**src/rtl/multi_pkg.sv**
```systemverilog
// Shared definitions for the sequential shift-add multiplier: FSM encoding,
// iteration-count helper and the hex-to-segment lookup table.
package multi_pkg;

    typedef enum logic [1:0] {
        IDLE = 2'd0,
        CALC = 2'd1,
        FIX  = 2'd2
    } state_t;

    function automatic int calc_cycles(input int width, input int k);
        return width / k;
    endfunction

    // Segment patterns packed as {a,b,c,d,e,f,g}, active-high.
    localparam logic [6:0] SEG_TABLE [16] = '{
        7'h7E, 7'h30, 7'h6D, 7'h79, 7'h33, 7'h5B, 7'h5F, 7'h70,
        7'h7F, 7'h7B, 7'h77, 7'h1F, 7'h4E, 7'h3D, 7'h4F, 7'h47
    };

endpackage

```
**src/rtl/hex_to_7seg.sv**
```systemverilog
// Combinational hex-digit to 7-segment decoder (active-high segments).
module hex_to_7seg
    import multi_pkg::*;
(
    input  logic [3:0] i_hex,
    output logic       o_seg_a,
    output logic       o_seg_b,
    output logic       o_seg_c,
    output logic       o_seg_d,
    output logic       o_seg_e,
    output logic       o_seg_f,
    output logic       o_seg_g
);

    logic [6:0] w_seg;

    assign w_seg = SEG_TABLE[i_hex];
    assign {o_seg_a, o_seg_b, o_seg_c, o_seg_d, o_seg_e, o_seg_f, o_seg_g} = w_seg;

endmodule

```
**src/rtl/multi_nxn_seq.sv**
```systemverilog
// Sequential shift-add multiplier, BITS_PER_CYCLE multiplier bits per CALC edge,
// signed or unsigned per operation. Optional SEVEN_SEG_EN drives a result digit.
module multi_nxn_seq
    import multi_pkg::*;
#(
    parameter int WIDTH          = 16,
    parameter int BITS_PER_CYCLE = 1
) (
    input  logic                 clk,
    input  logic                 reset_a,
    input  logic                 start,
    input  logic                 signed_mode,
    input  logic [WIDTH-1:0]     dataa,
    input  logic [WIDTH-1:0]     datab,
    output logic                 busy,
    output logic                 done_flag,
    output logic [2*WIDTH-1:0]   product_out,
    output logic                 seg_a,
    output logic                 seg_b,
    output logic                 seg_c,
    output logic                 seg_d,
    output logic                 seg_e,
    output logic                 seg_f,
    output logic                 seg_g
);

    localparam int K      = BITS_PER_CYCLE;
    localparam int CYCLES = calc_cycles(WIDTH, K);
    localparam int CNT_W  = $clog2(CYCLES + 1);

    if (!(K == 1 || K == 2 || K == 4) || (WIDTH % K) != 0) begin : g_bad_param
        $error("multi_nxn_seq: BITS_PER_CYCLE must be 1, 2 or 4 and divide WIDTH");
    end

    state_t               r_state;
    logic                 r_busy;
    logic                 r_done;
    logic [2*WIDTH-1:0]   r_product;

    logic [2*WIDTH-1:0]   r_mcand;
    logic [WIDTH-1:0]     r_mplier;
    logic [2*WIDTH-1:0]   r_acc;
    logic [CNT_W-1:0]     r_cnt;
    logic                 r_neg;

    logic [WIDTH-1:0]     w_mag_a;
    logic [WIDTH-1:0]     w_mag_b;
    logic [2*WIDTH-1:0]   w_digit;
    logic [2*WIDTH-1:0]   w_partial;
    logic [2*WIDTH-1:0]   w_result;
    logic                 w_accept;

    // -2^(WIDTH-1) negates to itself, which is the correct unsigned magnitude.
    assign w_mag_a   = (signed_mode && dataa[WIDTH-1]) ? -dataa : dataa;
    assign w_mag_b   = (signed_mode && datab[WIDTH-1]) ? -datab : datab;
    assign w_digit   = {{(2*WIDTH-K){1'b0}}, r_mplier[K-1:0]};
    assign w_partial = r_mcand * w_digit;
    assign w_result  = r_neg ? -r_acc : r_acc;
    assign w_accept  = (r_state == IDLE) && start;

    always_ff @(posedge clk) begin
        if (reset_a) begin
            r_state   <= IDLE;
            r_busy    <= 1'b0;
            r_done    <= 1'b0;
            r_product <= '0;
        end else begin
            r_done <= 1'b0;
            case (r_state)
                IDLE: begin
                    if (start) begin
                        r_state <= CALC;
                        r_busy  <= 1'b1;
                    end
                end
                CALC: begin
                    if (r_cnt == CNT_W'(1)) r_state <= FIX;
                end
                FIX: begin
                    r_product <= w_result;
                    r_done    <= 1'b1;
                    r_busy    <= 1'b0;
                    r_state   <= IDLE;
                end
                default: begin
                    r_state <= IDLE;
                    r_busy  <= 1'b0;
                end
            endcase
        end
    end

    // NOTE: datapath registers carry no reset; they are always loaded on the
    // accepting edge before being consumed, so reset only costs routing.
    always_ff @(posedge clk) begin
        if (w_accept) begin
            r_mcand  <= {{WIDTH{1'b0}}, w_mag_a};
            r_mplier <= w_mag_b;
            r_neg    <= signed_mode & (dataa[WIDTH-1] ^ datab[WIDTH-1]);
            r_acc    <= '0;
            r_cnt    <= CNT_W'(CYCLES);
        end else if (r_state == CALC) begin
            r_acc    <= r_acc + w_partial;
            r_mcand  <= r_mcand << K;
            r_mplier <= r_mplier >> K;
            r_cnt    <= r_cnt - CNT_W'(1);
        end
    end

    assign busy        = r_busy;
    assign done_flag   = r_done;
    assign product_out = r_product;

`ifdef SEVEN_SEG_EN
    logic [6:0] w_seg;
    logic [6:0] r_seg;

    hex_to_7seg u_hex_to_7seg (
        .i_hex   (w_result[3:0]),
        .o_seg_a (w_seg[6]),
        .o_seg_b (w_seg[5]),
        .o_seg_c (w_seg[4]),
        .o_seg_d (w_seg[3]),
        .o_seg_e (w_seg[2]),
        .o_seg_f (w_seg[1]),
        .o_seg_g (w_seg[0])
    );

    always_ff @(posedge clk) begin
        if (reset_a) r_seg <= '0;
        else if (r_state == FIX) r_seg <= w_seg;
    end

    assign {seg_a, seg_b, seg_c, seg_d, seg_e, seg_f, seg_g} = r_seg;
`else
    assign {seg_a, seg_b, seg_c, seg_d, seg_e, seg_f, seg_g} = 7'b0;
`endif

endmodule
```
**config.mk**
```make
export PLATFORM = sky130hd
export DESIGN_NAME = multi_nxn_seq
export DESIGN_NICKNAME = d
export VERILOG_FILES = /design/src/rtl/multi_pkg.sv /design/src/rtl/hex_to_7seg.sv /design/src/rtl/multi_nxn_seq.sv
export SDC_FILE = /design/constraint.sdc
export NUM_CORES = 1
export LEC_CHECK = 0
export CAP_MARGIN = 15
export CORE_MARGIN = 2
export CORE_UTILIZATION = 35
export DETAILED_ROUTE_END_ITERATION = 8
export PLACE_DENSITY = 0.5
export SLEW_MARGIN = 40
export SYNTH_ARGS = -nofsm -noshare
export SYNTH_HDL_FRONTEND = slang
export SYNTH_SLANG_ARGS = --single-unit
```
**constraint.sdc**
```tcl
create_clock -name clk -period 3.9 [get_ports clk]
set_input_delay 0.39 -clock clk [delete_from_list [all_inputs] [get_ports clk]]
set_output_delay 0.39 -clock clk [all_outputs]
set_load 0.01 [all_outputs]
```
==> results of run 1 <==
==> area by class of cell <==
| class | count | share of cell area [%] |
|---|---|---|
| tap | 280 | 3.788 |
| clock buffer | 20 | 5.168 |
| clock inverter | 12 | 1.975 |
| sequential | 122 | 29.98 |
| timing repair buffer | 79 | 8.456 |
| inverter | 22 | 0.8930 |
| multi-input combinational | 739 | 49.74 |
==> placed cells by master (no fill, tap or decap), types with 5 or more instances in the layout <==
cell	synthesis	layout
nand2_1	150	150
dfxtp_1	89	89
nor2_1	82	82
o21ai_0	69	69
clkdlybuf4s50_1	0	69
a21oi_1	68	68
xor2_1	46	46
xnor2_1	39	39
and2_1	36	36
a211oi_1	36	36
ha_1	36	36
edfxtp_1	33	33
nor3_1	22	22
inv_1	21	21
clkbuf_16	0	18
nand3_1	15	15
o31ai_1	15	15
a21o_1	14	14
buf_4	7	8
conb_1	1	7
nand2b_1	6	6
o21bai_1	6	6
o41ai_1	5	5
nor4_1	6	5
a31oi_1	5	5
and3_1	5	5
o41ai_2	5	5
nand4_1	5	5
mux2i_1	5	5
==> where the power goes <==
group | total, µW | internal [µW] | switching (µW)
combinational | 998 | 414 | 584
sequential | 1580 | 1450 | 135
clock | 1760 | 1150 | 608
total | 4340 | 3010 | 1330
==> stage by stage <==
step,instances,instance area [µm²],total power (µW),hold slack [ns]
after floorplan,934,7651,2329,0.4405
after global placement,1241,8569,2614,0.4477
after detailed placement,1242,8587,2616,0.4567
after CTS,1274,9248,4394,0.4674
after global routing,1274,9248,4591,0.4775
final,1274,9248,4338,0.4594
==> layer usage <==
metal | vias up | global-route usage, %
li1 | 3399 | -
met1 | 2918 | 24.47
met2 | 135 | 25.34
met3 | 25 | 3.174
met4 | 0 | 5.972
met5 | - | 0
==> final timing paths <==
path | from | end | slack (ns) | cells after the start
min reg2reg | product_out[0] | product_out[0] | 0.46 | 2
min | product_out[0] | product_out[0] | 0.46 | 2
max reg2reg | r_mplier[0] | r_acc[20] | 0.81 | 10
max | r_mplier[0] | r_acc[20] | 0.81 | 10
==> cell families after synthesis <==
kind of cell | synth area share (%)
buffers and inverters | 3.936
AOI/OAI and AO/OA | 21.70
muxes | 0.8037
xor gates and xnor gates | 9.759
DFF | 36.35
other | 0.04916
and+or+nand+nor | 21.24
adders and majority gates | 6.167
==> worst max-delay path, cell delays in order (launching register included) <==
cell	delay, ns
edfxtp_1	0.47
and2_1	0.19
ha_1	0.22
fa_1	0.42
a21o_1	0.22
a221oi_2	0.42
a211oi_1	0.19
o21ai_2	0.20
a211oi_1	0.11
or3_1	0.31
a32o_1	0.24
==> flip-flops by register name (all words and copies together), names as in the netlist <==
name         flops
busy             1
done_flag        1
product_out     32
r_acc           32
r_cnt            5
r_mcand         32
r_mplier        16
r_neg            1
r_state          2
==> results.cfg, run 1 <==
[synth]
syn_inst = 928
synth.most_common_cell = nand2_1
synth_edf_count = 33
synth_seq_area_share_pct = 36.35
synth_top_cell_area_share_pct = 23.36
synth_area_leaders = dfxtp_1, edfxtp_1, nand2_1
synth.largest_area_cell = dfxtp_1
ys_seq_elements = 122
synthTopCellsByCount = nand2_1, dfxtp_1, nor2_1
postSynthAreaPerCell_um2 = 8.220
synthFlopType = dfxtp_1
synth_area_um2 = 7629
yosysWarningCount = 0
ys_types = 63
synth-async-reset-ratio_pct = 0

[timing]
rsz0062_at_grt = false
final-setup-viol-count = 0
max_freq_ghz = 0.3238
finalWorstSetupSlack_ns = 0.8116
finClkSkew_ns = 0.01182
tightest_slew_ns = 0.7659
post-route-min-period_ns = 3.088
fin_crit_sh_pct = 79.19
maxSlewViolCount = 0
fin_setup_tns_ns = 0
max_slew_margin_pct = 48.94
finalHoldViolCount = 0

[place]
place_ws_ns = 0.8027
portBuffers = 69
dp_hpwl_mm = 13.95
place.gp.congestion = 0.8890

[critical_path]
critPathKind = reg -> reg
cp.arrival_ns = 3.39
worstSetupStartpointType = register
required_ns = 4.21
end_kind = register
crit_path_max_fanout = 9

[grt]
overflow = 0
grt_max_degree = 63
antenna_found_initial = 0
grt_usage_pct = 16.99
grt_pass1_vias = 6057
grt_pass1_wl_mm = 31.04

[floorplan]
dieWidth_um = 151.6
rows = 54
start_util_pct = 35.28
core_um2 = 21620
die_y_um = 151.6
ios = 77
dieArea_um2 = 22990

[finish]
nNetsFinal = 1054
post-route-util_pct = 42.77
area_growth_pct = 21.22
seqCellArea_um2 = 2773
fillers = 2183
n_antenna_cell = 0
multi_input_area_um2 = 4599
drive_gt1_share_pct = 6.439

[cts]
cts_setup_buffers = 0
cts.path.max_buffers = 2
holdBufCountCts = 0
cts_buffers = 17
cts_num_sinks = 122
clk_pin_slew_ns = 0.06
cts.htree.levels = 4
post_cts_resize_count = 0
insertion_delay_ns = 0.42
cts_tree = yes
clockRootBuffer = clkbuf_16

[routing]
wl_per_cell_um = 14.62
wl_met3_um = 760
dr_wl_met2_mm = 7.904
wl_met1_mm = 9.628
dr.first_iter.drc_count = 350
drtAntennaViolNets = 0
avgViaCountPerCell = 5.084
routed_wl_mm = 18.63
drc = 0
highest-signal-layer = met4
vias = 6477
firstDrtPassIters = 4

[power_and_ir_drop]
p_leak_uw = 0.003500
irDropWorstVdd_v = 0.0002362
p_per_area_nw_per_um2 = 469.0

[outcome]
run_status = complete, no violations

[run]
maxCapViolations = 0

[hold_path]
hold_path_class = reg -> reg
Power figures use the tool's default switching activity.
==> run 2: changes to the inputs <==
- clock period: 3.9 -> 3 ns (I/O delays scaled with it)
==> run 2 against run 1 <==
  * Total power grew 25%
  * Sequential power grew 30%
  * Cell area grew 2.4%
  * Register-to-register slack lost 0.66 ns
  * Final cell count grew 2.4%
  * Critical path depth grew 1
  * Via count grew 1.1%
  * Die area is the same
  * Clock power grew 11%
  * Combinational power grew 42%
  * First-iteration DRC count shrank 2.9%
  * Worst setup slack lost 0.66 ns
==> results.cfg, run 2 (synthesized netlist as in run 1, its figures left out) <==
[outcome]
run_status = complete, no violations

[place]
dp_hpwl_mm = 14.25
dpl_cell_area_um2 = 8763
place_ws_ns = 0.03136
portBuffers = 69
place.gp.congestion = 0.8977

[critical_path]
required_ns = 3.28
end_kind = register
crit_family = compound AO/OA/AOI/OAI gates
critPathKind = reg -> reg
crit_chain = buf_4 > and2_1 > ha_1 > and3_1 > and2_1 > o41ai_4 > buf_4 > a21oi_1 > a21oi_1 > xnor2_1 > o21ai_0
crit_buf_inv = 2
reg2reg_slack_ns = 0.15
cp.arrival_ns = 3.13
cpPeakStageDelay_ns = 0.46
worstSetupStartpointType = register
crit_path_max_fanout = 9
crit_slowest_cell = o41ai_4

[grt]
antenna_found_initial = 0
grt_pass1_wl_mm = 31.73
grt_max_degree = 63
grt_usage_pct = 17.38
grt_pass1_vias = 6164
overflow = 0

[cts]
cts_tree = yes
clk_pin_slew_ns = 0.06
cts.path.max_buffers = 2
cts_num_sinks = 122
insertion_delay_ns = 0.42
holdBufCountCts = 0
cts.htree.levels = 4
clockRootBuffer = clkbuf_16
cts_buffers = 17

[finish]
nNetsFinal = 1084
n_antenna_cell = 0
area_growth_pct = 24.09
fillers = 2246
drive_gt1_share_pct = 10.74
layout_commonest_cell = nand2_1
final_cell_mix = nand2_1, dfxtp_1, nor2_1
fin_area_um2 = 9467

[routing]
routed_wl_mm = 19.22
vias = 6546
firstDrtPassIters = 5
drtAntennaViolNets = 0
avgViaCountPerCell = 5.020
drc = 0
dr.first_iter.drc_count = 340
wl_per_cell_um = 14.74

[power_and_ir_drop]
p_leak_uw = 0.003588
seqPwrFrac_pct = 37.8
p_comb_share_pct = 26.2
p_per_area_nw_per_um2 = 572.1
power.switching_uw = 1761
swShare_pct = 32.52
total_power_uw = 5416
p_int_uw = 3655
irDropWorstVdd_v = 0.0003890
power_frac_clock_pct = 36.0

[timing]
finalWorstSetupSlack_ns = 0.1486
max_slew_margin_pct = 59.36
maxSlewViolCount = 0
finalHoldViolCount = 0
fin_setup_tns_ns = 0
final-setup-viol-count = 0
fin_crit_sh_pct = 95.05
max_freq_ghz = 0.3507
tightest_slew_ns = 0.6097
finClkSkew_ns = 0.01080
post-route-min-period_ns = 2.851

[floorplan]
core_um2 = 21620
die_y_um = 151.6
start_util_pct = 35.28
dieWidth_um = 151.6
ios = 77
rows = 54
dieArea_um2 = 22990

[run]
maxCapViolations = 0

[hold_path]
hold_path_class = reg -> reg
-- run 2: timing repair --
item | CTS | global route
setup buffers | 0 | 4
resized for setup | 0 | 26
setup endpoints to repair | 0 | 10
-- run 2: final cells by class --
| cell class | count | area, µm² | area share (%) |
|---|---|---|---|
| Multi-Input combinational cell | 739 | 4705 | 49.70 |
| Clock inverter | 14 | 122.6 | 1.295 |
| Clock buffer | 18 | 439.2 | 4.639 |
| Sequential cell | 122 | 2773 | 29.29 |
| Inverter | 22 | 82.58 | 0.8723 |
| Tap cell | 280 | 350.3 | 3.701 |
| Timing Repair Buffer | 109 | 994.7 | 10.51 |
-- run 2: worst min-delay path, delay by kind of cell, from the launching register on --
kind / cells / cell delay (ns)
flops: 1 / 0.31
simple gates: 1 / 0.05
compound gates: 1 / 0.05
-- run 2: final timing paths --
path	cells past startpoint	end	start
worst max-delay path	11	r_acc[19]	r_mplier[0]
worst min-delay path	2	r_mcand[23]	r_mcand[22]
worst max register to register	11	r_acc[19]	r_mplier[0]
worst min register to register	2	r_mcand[23]	r_mcand[22]
-- run 2: layer usage --
| metal | global-route usage [%] | vias up | part of all wire (%) |
|---|---|---|---|
| li1 | - | 3462 | - |
| met1 | 25.07 | 2946 | 52 |
| met2 | 26.33 | 125 | 42 |
| met3 | 3.533 | 13 | 4.8 |
| met4 | 4.722 | 0 | 0.92 |
| met5 | 0 | - | 0 |
-- run 2: power by group through the flow --
stage | Clock (µW) | Combinational (µW) | Sequential (µW)
2_1_floorplan | 0 | 999 | 2030
3_3_place_gp | 0 | 1380 | 2080
3_5_place_dp | 0 | 1400 | 2080
4_1_cts | 2000 | 1400 | 2050
5_1_grt | 2070 | 1610 | 2080
6_report | 1950 | 1420 | 2050
-- run 2: metrics by stage --
stage | hold slack [ns] | util [%] | instances
4_1_cts | 0.4594 | 43.13 | 1300
2_1_floorplan | 0.4405 | - | 934
6_report | 0.4573 | 43.78 | 1304
3_3_place_gp | 0.4549 | 40.48 | 1267
5_1_grt | 0.4760 | 43.78 | 1304
3_5_place_dp | 0.4600 | 40.53 | 1268
